==> src/rtl/nn_pixel_feeder.sv <==
// Frame sequencer feeding 8-bit pixels into nn as fixed-point inputs, then returning its prediction.
// Define NN_FEEDER_LAST_CHECK_EN to enable s_pix_last framing checks (frame_err, early-last abort).
module nn_pixel_feeder #(
    parameter int BITS_INT     = 12,
    parameter int BITS_FRC     = 12,
    parameter int WIDTH        = 784,
    parameter int CNT_W        = 10,
    parameter int DRAIN_CYCLES = 4,
    localparam int PIX_W       = BITS_INT + BITS_FRC
) (
    input  logic             clk,
    input  logic             reset,
    input  logic             s_pix_valid,
    input  logic [7:0]       s_pix_data,
    input  logic             s_pix_last,
    output logic             s_pix_ready,
    output logic             nn_reset,
    output logic [CNT_W-1:0] nn_pixel_counter,
    output logic [PIX_W-1:0] nn_input_pixel,
    input  logic [PIX_W-1:0] nn_predict_num,
    output logic             res_valid,
    output logic [PIX_W-1:0] res_data,
    input  logic             res_ready,
    output logic             busy,
    output logic             frame_err,
    output logic [2:0]       dbg_state
);

    // Valid/ready: a transfer happens on a rising edge where valid and ready are both high;
    // valid never depends on ready, and ready is a pure function of the registered state.

    localparam int DCW = (DRAIN_CYCLES > 1) ? $clog2(DRAIN_CYCLES) : 1;
    localparam logic [DCW-1:0]   DRAIN_LAST = DCW'(DRAIN_CYCLES - 1);
    localparam logic [CNT_W-1:0] LAST_IDX   = CNT_W'(WIDTH - 1);

    typedef enum logic [2:0] {
        ST_IDLE   = 3'd0,
        ST_CLEAR  = 3'd1,
        ST_FEED   = 3'd2,
        ST_DRAIN  = 3'd3,
        ST_RESULT = 3'd4
    } state_t;

    state_t           state_q, state_d;
    logic [CNT_W-1:0] idx_q;
    logic [DCW-1:0]   drain_q;
    logic             feed_hs;
    logic             at_last;
    logic             drain_done;
    logic             early_last;

    // Derived from state and valid directly so the handshake does not loop through s_pix_ready.
    assign feed_hs    = (state_q == ST_FEED) & s_pix_valid;
    assign at_last    = (idx_q == LAST_IDX);
    assign drain_done = (state_q == ST_DRAIN) & (drain_q == DRAIN_LAST);
    assign dbg_state  = state_q;

`ifdef NN_FEEDER_LAST_CHECK_EN
    assign early_last = feed_hs & s_pix_last & ~at_last;
`else
    logic unused_last;
    assign unused_last = s_pix_last;
    assign early_last  = 1'b0;
`endif

    always_comb begin
        state_d     = state_q;
        s_pix_ready = 1'b0;
        nn_reset    = 1'b0;
        res_valid   = 1'b0;
        busy        = (state_q != ST_IDLE);
        case (state_q)
            ST_IDLE: begin
                if (s_pix_valid) state_d = ST_CLEAR;
            end
            ST_CLEAR: begin
                nn_reset = 1'b1;
                state_d  = ST_FEED;
            end
            ST_FEED: begin
                s_pix_ready = 1'b1;
                if (early_last)             state_d = ST_IDLE;
                else if (feed_hs && at_last) state_d = ST_DRAIN;
            end
            ST_DRAIN: begin
                if (drain_done) state_d = ST_RESULT;
            end
            ST_RESULT: begin
                res_valid = 1'b1;
                if (res_ready) state_d = ST_IDLE;
            end
            default: state_d = ST_IDLE;
        endcase
    end

    always_ff @(posedge clk) begin
        if (reset) begin
            state_q          <= ST_IDLE;
            idx_q            <= '0;
            drain_q          <= '0;
            nn_pixel_counter <= '0;
            nn_input_pixel   <= '0;
            res_data         <= '0;
        end else begin
            state_q <= state_d;
            if (state_q == ST_CLEAR) idx_q <= '0;
            if (feed_hs) begin
                nn_input_pixel   <= PIX_W'(s_pix_data) << (BITS_FRC - 8);
                nn_pixel_counter <= idx_q;
                idx_q            <= (at_last || early_last) ? '0 : idx_q + 1'b1;
            end
            drain_q <= (state_q == ST_DRAIN) ? drain_q + 1'b1 : '0;
            if (drain_done) res_data <= nn_predict_num;
        end
    end

`ifdef NN_FEEDER_LAST_CHECK_EN
    // Sticky: a missing last still lets the frame finish, an early last aborts it.
    always_ff @(posedge clk) begin
        if (reset) begin
            frame_err <= 1'b0;
        end else if (feed_hs && (early_last || (at_last && !s_pix_last))) begin
            frame_err <= 1'b1;
        end
    end
`else
    assign frame_err = 1'b0;
`endif

endmodule

==> config.mk <==
export PLATFORM = sky130hd
export DESIGN_NAME = nn_pixel_feeder
export DESIGN_NICKNAME = d
export VERILOG_FILES = /design/src/rtl/nn_pixel_feeder.sv
export SDC_FILE = /design/constraint.sdc
export NUM_CORES = 1
export LEC_CHECK = 0
export ABC_CLOCK_PERIOD_IN_PS = 1300
export CAP_MARGIN = 10
export CELL_PAD_IN_SITES_DETAIL_PLACEMENT = 1
export CELL_PAD_IN_SITES_GLOBAL_PLACEMENT = 1
export CORE_MARGIN = 2
export CORE_UTILIZATION = 26
export DETAILED_ROUTE_END_ITERATION = 8
export GPL_ROUTABILITY_DRIVEN = 0
export GPL_TIMING_DRIVEN = 0
export PLACE_DENSITY = 0.86
export SETUP_SLACK_MARGIN = 0.2
export SLEW_MARGIN = 20
export SYNTH_ARGS = -nofsm -noshare
export SYNTH_HDL_FRONTEND = slang
export SYNTH_SLANG_ARGS = --single-unit
export TNS_END_PERCENT = 1
==> constraint.sdc <==
create_clock -name clk -period 1.3 [get_ports clk]
set_clock_uncertainty 0.05 [all_clocks]
set_input_delay 0.26 -clock clk [delete_from_list [all_inputs] [get_ports clk]]
set_output_delay 0.26 -clock clk [all_outputs]
set_load 0.03 [all_outputs]
**Word level (Yosys, flattened, before mapping)**

Index checks and enable logic that the tools add are counted.

- Register bits after elaboration: 57
- Latch bits: 0
- RAM bits: 0
- ROM bits: 0
- Input bits: 37
- Output and inout bits: 66
- Logic and storage cells: 38
- Memories kept: 0

- $add $sub $neg: 2
- Multipliers: 0
- Divide/modulo/power cells: 0
- Order comparisons: 0
- Eq/ne operators: 10
- Shifts and indexed selects: 0
- Muxes and demuxes: 11
- Bitwise logic cells: 3
- Reductions and logical operators: 6

Operator list:

| operator | number |
|---|---|
| 2-to-1 mux 10 bit | 3 |
| case mux 3 bit (5 select lines) | 1 |
| 2-to-1 mux 3 bit | 4 |
| adder 10 x 1 -> 10 bit, second input constant | 1 |
| == test 10 bit, second input constant | 1 |
| == test 3 x 2 -> 1 bit, second input constant | 2 |
| != test 2 bit, second input constant | 3 |
| AND reduction 4 bit | 1 |
| == test 3 x 1 -> 1 bit, second input constant | 1 |
| == test 3 bit, second input constant | 1 |
| zero test 3 bit | 1 |
| 2-to-1 mux 1 bit | 3 |
| nonzero test 3 bit | 1 |
| adder 2 x 1 -> 2 bit, second input constant | 1 |
| bitwise AND 1 bit | 2 |
| == test 2 bit, second input constant | 1 |
| != test 2 x 1 -> 1 bit, second input constant | 1 |
| nonzero test 2 bit | 1 |
| OR reduction 2 bit | 1 |
| logical AND 1 bit | 1 |
| NOT 1 bit | 1 |

**Longest topological paths before layout**

Gate-level depths: netlist of run 1.

- Depth in word-level cells: 5
- Depth in mapped cells: 7
- Depth with buffers taken out: 5

**Worst setup path before layout of run 1**

No wires, ideal clock.

- Path kind: register to register
- From: register state_q[0], in the netlist dbg_state[0]
- To: register idx_q[2]
- Arrival: 1637 ps
- Slack: -519 ps
- Stages on the path, launching flop included: 5
- Buffers on the path: 0
- Clock period less this slack: 1819 ps
- Path through: dfxtp_1 > nor3b_2 > nor2_1 > o21ai_0 > a21oi_1

- Word-level cells in the longest chain between the ends: 3
- Elaborated cells between the ends (all ways): 5
- Classes of those cells: eq/ne (2); mux (1); bitwise (1); reduce/logical (1)

RTL lines:

| what | line | source |
|---|---|---|
| start, declared | 44 | `state_t state_q, state_d;` |
| start signal, assigned | 105 | `state_q <= state_d;` |
| == test 3 x 2 -> 1 bit | 53 | `assign feed_hs = (state_q == ST_FEED) & s_pix_valid;` |
| bitwise AND 1 bit | 53 |  |
| 2-to-1 mux 10 bit / nonzero test 2 bit (equally long branches) | -- |  |
| end signal, assigned | 110 | `idx_q <= (at_last \|\| early_last) ? '0 : idx_q + 1'b1;` |
| end, declared | 45 | `logic [CNT_W-1:0] idx_q;` |

Several ways; a longest one is shown, not always the timed one.
A chain may end at the register's enable or synchronous reset.

**Worst setup path in the final report of run 1**

- From: register state_q[1], in the netlist dbg_state[1]
- To: output busy

- Word-level cells in the longest chain between the ends: 1

RTL lines:

| what | line | source |
|---|---|---|
| nonzero test 3 bit | 71 | `busy = (state_q != ST_IDLE);` |
| end, declared | 24 | `output logic busy,` |

No other way between the ends.

==> summary.md, run 1 <==
| Metric | Value |
|---|---|
| Post-synthesis area per instance | 8.088 sq um |
| Reg-to-reg setup timing slack | -0.28 ns |
| Relative slew slack | 0.6217 |
| Final #Nets | between 400 and 500 |
| Number of flip-flops and latches in the synthesized netlist | 57 |
| DR vias | 2379 |
| Critical-path cell with the highest stage delay | sky130_fd_sc_hd__or3_4 |
| Maximum frequency from static timing analysis | 614.6 MHz |
| Portion of the post-synthesis area used by sequential elements | 0.4815 |
| Endpoint class of the critical path | output pin |
| Synthesized area | 2370 sq um |
| Worst slack, placed | -0.5226 ns |
| Path type of the worst setup path | register to output pin |
| Pleak | approximately 1.5 nW |
| Drt via density | 4.566 |
| Number of port buffers | 83 |
| N_diodes | 0 |
| Final WS setup | -0.3270 ns |
| Number of enable-type register cells in the synthesized netlist | 0 |
| Width of the chip | 99.47 um |
| Arrival time of the worst setup path | about 1.3 ns |
| Status | finished with violations |
| RSZ-0062 raised after global routing | yes |
| Routed Antenna Nets | 0 |
| Clk Tree Root Cell | sky130_fd_sc_hd__clkbuf_8 |
| Gate count after technology mapping | 293 |
| Cell breakdown of the critical path | buf_6, or3_4, buf_6 |
| Filler-free cell count of the finished design | 521 |
| Sum of net half-perimeters after detailed placement | 5351 um |
| Crit-path max cell delay | 0.36 ns |
| Remaining routing DRC violations | 0 |
| Power density cells | 1035 nW/um^2 |
| Crit share post-route | 1.252 |
| Number of different library cells in the post-synthesis netlist | 38 |
| First-pass GRT wire length | 11940 um |
| FFs w/ async S/R, synth | 0 |
| Average routed wire per standard cell | 14.33 um |
| Maximum fanout along the worst path | 7 |
| # H-tree levels | 3 |
| Slew Limit Fails | 0 |
| Worst-Margin Slew | roughly 0.57 ns |
| Type of the tightest min-delay check | register to register |
| Synth-to-layout area growth | 62.09% |
| Ports | slightly above 100 |
| Most used cell, CP | sky130_fd_sc_hd__buf_6 |
| Fraction of final layout cells sized beyond drive strength 1 | 0.2954 |
| Number of search-and-repair iterations in the first detailed-routing pass | 4 |
| Starting DRT DRC Count | between 50 and 60 |
| Standard-cell rows | 34 |
| Worst-case vdd ir drop | 0.0005500 V |
| Maximum number of pins on one net before global-route repair | 12 |
| Routed WL | roughly 7500 um |
| Required time at the worst-slack endpoint | 0.99 ns |
| Cts-stage hold buffer count | 0 |
| Initial cell density of the core | 0.2704 |
| Max-Cap Viols | 0 |
| Failing checks | setup timing |
| Fin Setup TNS | -10.64 ns |
| Most used flip-flop cell after synthesis | sky130_fd_sc_hd__dfxtp_1 |
| Vertical die dimension | just under 100 um |
| Core footprint | 8763 sq um |
| Clock insertion delay at the later pin of the skew report | 0.34 ns |
| Clock period minus worst slack | between 1.5 and 2 ns |
| Count of clock tree sinks | 57 |
| Clock tree from TritonCTS | done |
| Clock transition time at the flip-flop clock pins of the worst setup and hold paths | approximately 0.07 ns |
| Clock buffer count from CTS | 9 |
| Maximum clock path buffer count | 2 |
| Number of cells in the design after placement | 500 |
| Antenna violations before repair | 0 |
| Crit start category | register |
| Synth warn | 0 |
| Overflow left after global routing | 0 |
| Full die area | 9894 sq um |
| Via count of the first global-routing pass | 2532 |
| Most frequent standard cell in the layout excluding fill and tap cells | sky130_fd_sc_hd__nand2_1 |
| Final setup vio count | 60 |
| Global-route total usage across every layer | 0.1527 |
| Final Hold Fails | 0 |
| Commonest cells after routing, fill and taps aside | sky130_fd_sc_hd__nand2_1, sky130_fd_sc_hd__buf_6, sky130_fd_sc_hd__dfxtp_1 |
## through the flow
| stage | total power [W] | instance area, sq um | util | hold slack, ns |
|---|---|---|---|---|
| after global routing | 0.004156 | 3841 | 0.4383 | 0.4131 |
| final | 0.003977 | 3841 | 0.4383 | 0.3727 |
| after global placement | 0.002258 | 3446 | 0.3932 | 0.3565 |
| after detailed placement | 0.002264 | 3446 | 0.3932 | 0.3656 |
| after floorplan | 0.002075 | 2480 | - | 0.3460 |
| after CTS | 0.004008 | 3794 | 0.4329 | 0.3755 |
## cells in the mapped netlist (2+ instances only)
library cell / n / area share
sky130_fd_sc_hd__buf_2: 10 / 0.021
sky130_fd_sc_hd__and3_1: 3 / 0.0079
sky130_fd_sc_hd__buf_4: 17 / 0.054
sky130_fd_sc_hd__clkbuf_1: 7 / 0.011
sky130_fd_sc_hd__ha_1: 2 / 0.011
sky130_fd_sc_hd__xnor2_1: 2 / 0.0074
sky130_fd_sc_hd__nand4_1: 2 / 0.0053
sky130_fd_sc_hd__nand2b_1: 2 / 0.0053
sky130_fd_sc_hd__nand4b_1: 2 / 0.0074
sky130_fd_sc_hd__o21ai_0: 8 / 0.017
sky130_fd_sc_hd__nand2_1: 89 / 0.14
sky130_fd_sc_hd__nand3_1: 8 / 0.017
sky130_fd_sc_hd__dfxtp_1: 57 / 0.48
sky130_fd_sc_hd__inv_1: 2 / 0.0032
sky130_fd_sc_hd__nand4bb_1: 2 / 0.0095
sky130_fd_sc_hd__nor2_1: 10 / 0.016
sky130_fd_sc_hd__a2bb2oi_1: 2 / 0.0074
sky130_fd_sc_hd__a21oi_1: 46 / 0.097
sky130_fd_sc_hd__or3_1: 3 / 0.0079
## worst paths after layout
| path | startpoint | endpoint | cells past startpoint |
|---|---|---|---|
| worst min register to register | drain_q[0] | drain_q[0] | 1 |
| worst max register to register | dbg_state[1] | idx_q[5] | 7 |
| worst min-delay path | drain_q[0] | drain_q[0] | 1 |
| worst max-delay path | dbg_state[1] | busy | 3 |
## what timing repair did
action | in CTS | in global routing
setup endpoints to repair | 103 | 103
cloned | 0 | 1
endpoints found under the hold margin | 0 | 0
buffers inserted | 2 | 2
pin swaps | 2 | 1
resized for setup | 357 | 9
## critical path: cells and delay by family, from the launching register on
family	cells	cell delay, ns
buffers and inverters	2	0.27
AND/OR/NAND/NOR	1	0.36
flip-flops	1	0.35
## cells by family after synthesis
kind of cell / synth area share
compound gates: 0.1478
other cells: 0.001582
buf+inv: 0.09398
flops: 0.4815
fa+ha+maj: 0.01056
xor+xnor: 0.01109
mux: 0.004224
simple gates: 0.2492
## registers in the layout, indices dropped and copies added, names as in the netlist
name	count
res_data	24
idx_q	10
nn_pixel_counter	10
nn_input_pixel	8
dbg_state	3
drain_q	2
## area by class of cell
type / instances / area (sq um)
fillers: 1037 / 4922
flip-flops and latches: 57 / 1159
multi-input cells: 215 / 1142
repair buffers: 88 / 919.6
plain buffers: 35 / 275.3
clock buffers: 10 / 137.6
well taps: 108 / 135.1
clock inverters: 6 / 65.06
inverters: 2 / 7.507
## power by group
group          switching (W)  total (W)  internal [W]
clock network       0.000774    0.00172      0.000941
logic               0.000251   0.000486      0.000235
registers          0.0000181    0.00178       0.00176
total                0.00104    0.00398       0.00293
## per-layer routing
| layer | vias up | part of all wire | GRT usage |
|---|---|---|---|
| met4 | 0 | 0.013 | 0.06322 |
| met2 | 59 | 0.52 | 0.2744 |
| met5 | - | 0 | 0 |
| li1 | 1170 | - | - |
| met3 | 7 | 0.048 | 0.04006 |
| met1 | 1143 | 0.42 | 0.1703 |
(Power assumes the default switching activity.)
==> run 2: changes to the inputs <==
--- a/config.mk
+++ b/config.mk
@@ -15,6 +15,7 @@
 export GPL_ROUTABILITY_DRIVEN = 0
 export GPL_TIMING_DRIVEN = 0
 export PLACE_DENSITY = 0.86
+export REMOVE_ABC_BUFFERS = 1
 export SETUP_SLACK_MARGIN = 0.2
 export SLEW_MARGIN = 20
 export SYNTH_ARGS = -nofsm -noshare
==> run 2 against run 1 <==
The flow still finishes with violations (setup timing); worst setup slack better by 0.046 ns; largest cell class is now multi-input gates; wire length hardly changed; die area stayed put; sequential power hardly changed.
==> summary.md, run 2 (synthesis results as in run 1) <==
| Metric | Value |
|---|---|
| Status | finished with violations (unchanged) |
| Failing checks | setup timing (unchanged) |
| Ports | 103 (unchanged) |
| Count of clock tree sinks | 57 (unchanged) |
| Maximum number of pins on one net before global-route repair | 41 (was 12) |
| Worst-case vdd ir drop | 0.0007212 V (was 0.0005500 V) |
| Standard-cell rows | 34 (unchanged) |
| Fraction of power consumed by sequential logic | 0.405 (was 0.447) |
| Cell area after layout | 3822 sq um (was 3841 sq um) |
| Fraction of final layout cells sized beyond drive strength 1 | 0.2762 (was 0.2954) |
| Synth-to-layout area growth | 61.30% (was 62.09%) |
| Final Total Pwr | 0.004392 W (was 0.003977 W) |
| Max reg flops | 24 (unchanged) |
| Maximum fanout along the worst path | 9 (was 7) |
| RSZ-0062 raised after global routing | yes (unchanged) |
| Most flops, register | res_data (unchanged) |
| Core footprint | 8763 sq um (unchanged) |
| Full die area | 9894 sq um (unchanged) |
| Final setup vio count | 59 (was 60) |
| Width of the chip | 99.47 um (unchanged) |
| Global-route total usage across every layer | 0.1494 (was 0.1527) |
| Worst slack, placed | -1.354 ns (was -0.5226 ns) |
| Routed WL | 7460 um (was 7466 um) |
| Clock buffer count from CTS | 9 (unchanged) |
| Sum of net half-perimeters after detailed placement | 4894 um (was 5351 um) |
| Routed Antenna Nets | 0 (unchanged) |
| Starting DRT DRC Count | 54 (was 56) |
| Initial cell density of the core | 0.2704 (unchanged) |
| Part of the total power dissipated in the clock network | 0.489 (was 0.431) |
| Largest registers | res_data: 24 flops, idx_q: 10 flops, nn_pixel_counter: 10 flops (unchanged) |
| N_diodes | 0 (unchanged) |
| Clock tree from TritonCTS | done (unchanged) |
| Path type of the worst setup path | register to register (was register to output pin) |
| Max-Cap Viols | 0 (unchanged) |
| Crit share post-route | 1.216 (was 1.252) |
| Via count of the first global-routing pass | 2337 (was 2532) |
| Final WS setup | -0.2806 ns (was -0.3270 ns) |
| Remaining routing DRC violations | 0 (unchanged) |
| Clock transition time at the flip-flop clock pins of the worst setup and hold paths | 0.07 ns (about the same) |
| Endpoint class of the critical path | register (was output pin) |
| First-pass GRT wire length | 11630 um (was 11940 um) |
| DR vias | 2321 (was 2379) |
| Clock insertion delay at the later pin of the skew report | 0.34 ns (about the same) |
| Average routed wire per standard cell | 14.95 um (was 14.33 um) |
| Number of search-and-repair iterations in the first detailed-routing pass | 4 (unchanged) |
| Type of the tightest min-delay check | input pin to register (was register to register) |
| Antenna violations before repair | 0 (unchanged) |
| Clk Tree Root Cell | sky130_fd_sc_hd__clkbuf_8 (unchanged) |
| Drt via density | 4.651 (was 4.566) |
| Pleak | 1.432 nW (was 1.490 nW) |
| Maximum frequency from static timing analysis | 632.7 MHz (was 614.6 MHz) |
| Most frequent standard cell in the layout excluding fill and tap cells | sky130_fd_sc_hd__nand2_1 (unchanged) |
| # H-tree levels | 3 (unchanged) |
| Power density cells | 1149 nW/um^2 (was 1035 nW/um^2) |
| Crit start category | register (unchanged) |
| Commonest cells after routing, fill and taps aside | sky130_fd_sc_hd__nand2_1, sky130_fd_sc_hd__dfxtp_1, sky130_fd_sc_hd__buf_6 (was sky130_fd_sc_hd__nand2_1, sky130_fd_sc_hd__buf_6, sky130_fd_sc_hd__dfxtp_1) |
| Worst hold slack | 0.2363 ns (was 0.3727 ns) |
| Placed cell area | 3219 sq um (was 3446 sq um) |
| Final #Nets | 425 (was 447) |
| Number of port buffers | 84 (was 83) |
| Proportion of total power due to net switching | 0.2257 (was 0.2623) |
| Overflow left after global routing | 0 (unchanged) |
| Arrival time of the worst setup path | 1.80 ns (was 1.32 ns) |
| Internal power consumption | 0.003401 W (was 0.002934 W) |
| Comb power frac | 0.106 (was 0.122) |
| Required time at the worst-slack endpoint | 1.52 ns (was 0.99 ns) |
| Clock period minus worst slack | 1.581 ns (was 1.627 ns) |
| Net switching power | 0.0009912 W (was 0.001043 W) |
| Maximum clock path buffer count | 2 (unchanged) |
| Final Hold Fails | 0 (unchanged) |
| Vertical die dimension | 99.47 um (unchanged) |
| Slew Limit Fails | 0 (unchanged) |
==> run 2: power by group through the flow <==
stage | Combinational (W) | Sequential (W) | Clock, W
final | 0.000464 | 0.00178 | 0.00215
after CTS | 0.000447 | 0.00178 | 0.00221
after global routing | 0.000495 | 0.00178 | 0.00231
after detailed placement | 0.000383 | 0.00182 | 0
after floorplan | 0.000152 | 0.00184 | 0
after global placement | 0.000371 | 0.00182 | 0
==> run 2: final timing paths <==
kind / start / slack (ns) / cells after the start / end
worst max-delay path: dbg_state[0] / -0.28 / 6 / idx_q[8]
worst min-delay path: reset / 0.24 / 2 / nn_input_pixel[5]
worst max register to register: dbg_state[0] / -0.28 / 6 / idx_q[8]
worst min register to register: drain_q[0] / 0.38 / 1 / drain_q[0]
==> run 2: cell type report <==
cell class | count | area (sq um)
clock buffers | 12 | 165.2
clock inverters | 4 | 97.59
repair buffers | 100 | 1060
flip-flops and latches | 57 | 1160
inverters | 2 | 7.507
well taps | 108 | 135.1
multi-input cells | 216 | 1197
fillers | 991 | 4941
==> run 2: metrics by stage <==
step	instances	utilization	setup TNS, ns
global route	499	0.4362	-12.14
finish	499	0.4362	-7.223
CTS	496	0.4248	-9.877
floorplan	274	-	-29.26
global placement	466	0.3641	-67.78
detailed placement	468	0.3674	-39.00
==> run 2: timing repair <==
item / 4_1_cts / 5_1_grt
buffers inserted: 11 / 3
hold buffers: 0 / 0
gates cloned: 1 / 0
setup endpoints to repair: 103 / 104
pin swaps: 13 / 7
resized for setup: 359 / 20
==> run 2: critical path: stages, from the launching register on <==
cell	delay (ns)
sky130_fd_sc_hd__dfxtp_4	0.37
sky130_fd_sc_hd__buf_4	0.14
sky130_fd_sc_hd__and4bb_4	0.37
sky130_fd_sc_hd__buf_12	0.14
sky130_fd_sc_hd__o31a_1	0.20
sky130_fd_sc_hd__nand3_1	0.10
sky130_fd_sc_hd__a21oi_1	0.15
==> run 2: per-layer routing <==
metal | track usage | share of wire | up-vias
li1 | - | - | 1135
met1 | 0.1691 | 0.41 | 1101
met2 | 0.2687 | 0.53 | 77
met3 | 0.04779 | 0.056 | 8
met4 | 0.04320 | 0.0071 | 0
met5 | 0 | 0 | -
==> run 3: changes to the inputs <==
--- a/config.mk
+++ b/config.mk
@@ -5,16 +5,17 @@
 export SDC_FILE = /design/constraint.sdc
 export NUM_CORES = 1
 export LEC_CHECK = 0
-export ABC_CLOCK_PERIOD_IN_PS = 1300
+export ABC_CLOCK_PERIOD_IN_PS = 1600
 export CAP_MARGIN = 10
 export CELL_PAD_IN_SITES_DETAIL_PLACEMENT = 1
 export CELL_PAD_IN_SITES_GLOBAL_PLACEMENT = 1
 export CORE_MARGIN = 2
-export CORE_UTILIZATION = 26
+export CORE_UTILIZATION = 30
+export CTS_BUF_LIST = sky130_fd_sc_hd__clkbuf_2
 export DETAILED_ROUTE_END_ITERATION = 8
 export GPL_ROUTABILITY_DRIVEN = 0
 export GPL_TIMING_DRIVEN = 0
-export PLACE_DENSITY = 0.86
+export PLACE_DENSITY = 0.93
 export REMOVE_ABC_BUFFERS = 1
 export SETUP_SLACK_MARGIN = 0.2
 export SLEW_MARGIN = 20
==> constraint.sdc (replaced) <==
create_clock -name clk -period 1.6 [get_ports clk]
set_clock_uncertainty 0.05 [all_clocks]
set_input_delay 0.32 -clock clk [delete_from_list [all_inputs] [get_ports clk]]
set_output_delay 0.32 -clock clk [all_outputs]
set_load 0.03 [all_outputs]
==> run 3 against run 2 <==
The flow still finishes with violations (setup timing); sequential power is 19% lower; count of clock-buffer cells in the layout decreased by 1; clock power shrank 68%; via count down 3.1%; wire length shrank 13%; total power fell by 44%; largest cell class is now flip-flops and latches.
==> summary.md, run 3 (synthesis results as in run 1) <==
| Metric | Value |
|---|---|
| Ports | 103 (unchanged) |
| Remaining routing DRC violations | 0 (unchanged) |
| Number of search-and-repair iterations in the first detailed-routing pass | 3 (was 4) |
| RSZ-0062 raised after global routing | yes (unchanged) |
| Initial cell density of the core | 0.3083 (was 0.2704) |
| Path type of the worst setup path | register to output pin (was register to register) |
| Clk Tree Root Cell | sky130_fd_sc_hd__clkbuf_2 (was sky130_fd_sc_hd__clkbuf_8) |
| Clock tree from TritonCTS | done (unchanged) |
| Starting DRT DRC Count | 69 (was 54) |
| Antenna violations before repair | 0 (unchanged) |
| N_diodes | 0 (unchanged) |
| Via count of the first global-routing pass | 2281 (was 2337) |
| Crit start category | register (unchanged) |
| Placed cell area | 3212 sq um (was 3219 sq um) |
| Part of the total power dissipated in the clock network | 0.281 (was 0.489) |
| Clock buffer count from CTS | 9 (unchanged) |
| Filler-free cell count of the finished design | 480 (was 499) |
| Type of the tightest min-delay check | input pin to register (unchanged) |
| Worst-Margin Slew | between 0.5 and 0.6 ns |
| Worst-case vdd ir drop | 0.0003333 V (was 0.0007212 V) |
| First-pass GRT wire length | 10560 um (was 11630 um) |
| Average routed wire per standard cell | 13.51 um (was 14.95 um) |
| Final setup vio count | 8 (was 59) |
| Relative slew slack | 0.6096 |
| Comb power frac | 0.131 (was 0.106) |
| Commonest cells after routing, fill and taps aside | sky130_fd_sc_hd__nand2_1, sky130_fd_sc_hd__a21oi_1, sky130_fd_sc_hd__dfxtp_1 (was sky130_fd_sc_hd__nand2_1, sky130_fd_sc_hd__dfxtp_1, sky130_fd_sc_hd__buf_6) |
| End-of-flow core utilization | 0.4336 (was 0.4362) |
| Fraction of power consumed by sequential logic | 0.587 (was 0.405) |
| Max-Cap Viols | 0 (unchanged) |
| Arrival time of the worst setup path | 1.42 ns (was 1.80 ns) |
| Required time at the worst-slack endpoint | 1.23 ns (was 1.52 ns) |
| DR vias | 2249 (was 2321) |
| Number of port buffers | 84 (unchanged) |
| Proportion of total power due to net switching | 0.2818 (was 0.2257) |
| Failing checks | setup timing (unchanged) |
| Maximum frequency from static timing analysis | 558.6 MHz |
| Width of the chip | 92.88 um (was 99.47 um) |
| Cell area after layout | 3333 sq um (was 3822 sq um) |
| Max reg flops | 24 (unchanged) |
| Slew Limit Fails | 0 (unchanged) |
| Power density cells | 739.4 nW/um^2 (was 1149 nW/um^2) |
| Worst hold slack | 0.1938 ns (was 0.2363 ns) |
| Maximum number of pins on one net before global-route repair | 38 (was 41) |
| Number of instances on the worst hold path | 2 (unchanged) |
| Final #Nets | 412 (was 425) |
| Area used by multi-input combinational logic | 1110 sq um (was 1197 sq um) |
| Drt via density | 4.685 (was 4.651) |
| Pleak | 1.266 nW (was 1.432 nW) |
| Total area of sequential cells | 1179 sq um (was 1160 sq um) |
| Net switching power | 0.0006945 W (was 0.0009912 W) |
| Vertical die dimension | 92.88 um (was 99.47 um) |
| Endpoint class of the critical path | output pin (was register) |
| Clock period minus worst slack | between 1.5 and 2 ns |
| Count of clock tree sinks | 57 (unchanged) |
| Number of cells in the design after placement | 462 (was 468) |
| Maximum fanout along the worst path | 6 (was 9) |
| Status | finished with violations (unchanged) |
| Clock transition time at the flip-flop clock pins of the worst setup and hold paths | 0.16 ns (was 0.07 ns) |
| Clock insertion delay at the later pin of the skew report | 0.45 ns (was 0.34 ns) |
| Crit share post-route | 1.119 |
| Sum of net half-perimeters after detailed placement | 4557 um (was 4894 um) |
| Final WS setup | -0.1901 ns (was -0.2806 ns) |
| Full die area | 8626 sq um (was 9894 sq um) |
| Largest registers | res_data: 24 flops, idx_q: 10 flops, nn_pixel_counter: 10 flops (unchanged) |
| Final Hold Fails | 0 (unchanged) |
| Fraction of final layout cells sized beyond drive strength 1 | 0.2619 (was 0.2762) |
| Worst slack, placed | -1.130 ns (was -1.354 ns) |
| Core footprint | 7687 sq um (was 8763 sq um) |
| Overflow left after global routing | 0 (unchanged) |
| Fillers | 927 (was 991) |
| Internal power consumption | 0.001770 W (was 0.003401 W) |
| Most frequent standard cell in the layout excluding fill and tap cells | sky130_fd_sc_hd__nand2_1 (unchanged) |
| Most flops, register | res_data (unchanged) |
| Routed WL | 6486 um (was 7460 um) |
| Worst Reg-to-Reg Cells | 4 (was 6) |
| Routed Antenna Nets | 0 (unchanged) |
| Synth-to-layout area growth | 40.65% (was 61.30%) |
| Global-route total usage across every layer | 0.1537 (was 0.1494) |
| Maximum clock path buffer count | 2 (unchanged) |
| # H-tree levels | 3 (unchanged) |
| Standard-cell rows | 32 (was 34) |
## run 3: timing repair
item / in CTS / in global routing
pin swaps: 5 / 1
setup buffers: 2 / 0
endpoints found under the hold margin: 0 / 0
endpoints found under the setup margin: 103 / 101
hold buffers: 0 / 0
resized for setup: 314 / 36
## run 3: power by group through the flow
stage / clock network [W] / registers [W] / logic [W]
5_1_grt: 0.000815 / 0.00145 / 0.000344
3_5_place_dp: 0 / 0.00148 / 0.000309
4_1_cts: 0.000748 / 0.00145 / 0.000321
2_1_floorplan: 0 / 0.00150 / 0.000124
3_3_place_gp: 0 / 0.00148 / 0.000301
6_report: 0.000694 / 0.00145 / 0.000323
## run 3: per-layer routing
| layer | routed length, um | GRT usage | part of all wire |
|---|---|---|---|
| met3 | 340 | 0.03417 | 0.052 |
| met5 | 0 | 0 | 0 |
| met1 | 2736 | 0.1727 | 0.42 |
| met4 | 134 | 0.05637 | 0.021 |
| met2 | 3274 | 0.2820 | 0.50 |
## run 3: final timing paths
kind | slack [ns] | startpoint | endpoint
worst max register to register | -0.15 | dbg_state[2] | idx_q[5]
worst max-delay path | -0.19 | dbg_state[0] | nn_reset
worst min register to register | 0.38 | drain_q[0] | drain_q[0]
worst min-delay path | 0.19 | reset | nn_input_pixel[11]
## run 3: cell type report
| type | count | share of cell area |
|---|---|---|
| Clock inverter | 5 | 0.006757 |
| Tap cell | 102 | 0.03829 |
| Sequential cell | 57 | 0.3536 |
| Inverter | 2 | 0.002252 |
| Timing Repair Buffer | 88 | 0.2496 |
| Clock buffer | 11 | 0.01652 |
| Multi-Input combinational cell | 215 | 0.3330 |
## run 3: critical path, cell delays in order, from the launching register on
cell and delay [ns]:
sky130_fd_sc_hd__dfxtp_4 0.41, sky130_fd_sc_hd__buf_6 0.12, sky130_fd_sc_hd__nor3b_4 0.27, sky130_fd_sc_hd__buf_6 0.17
## run 3: per-stage QoR
| step | TNS, ns | total power, W |
|---|---|---|
| final | -0.7477 | 0.002464 |
| after global routing | -3.914 | 0.002611 |
| after CTS | -1.222 | 0.002517 |
| after detailed placement | -21.40 | 0.001789 |
| after global placement | -50.41 | 0.001779 |
| after floorplan | -12.99 | 0.001621 |
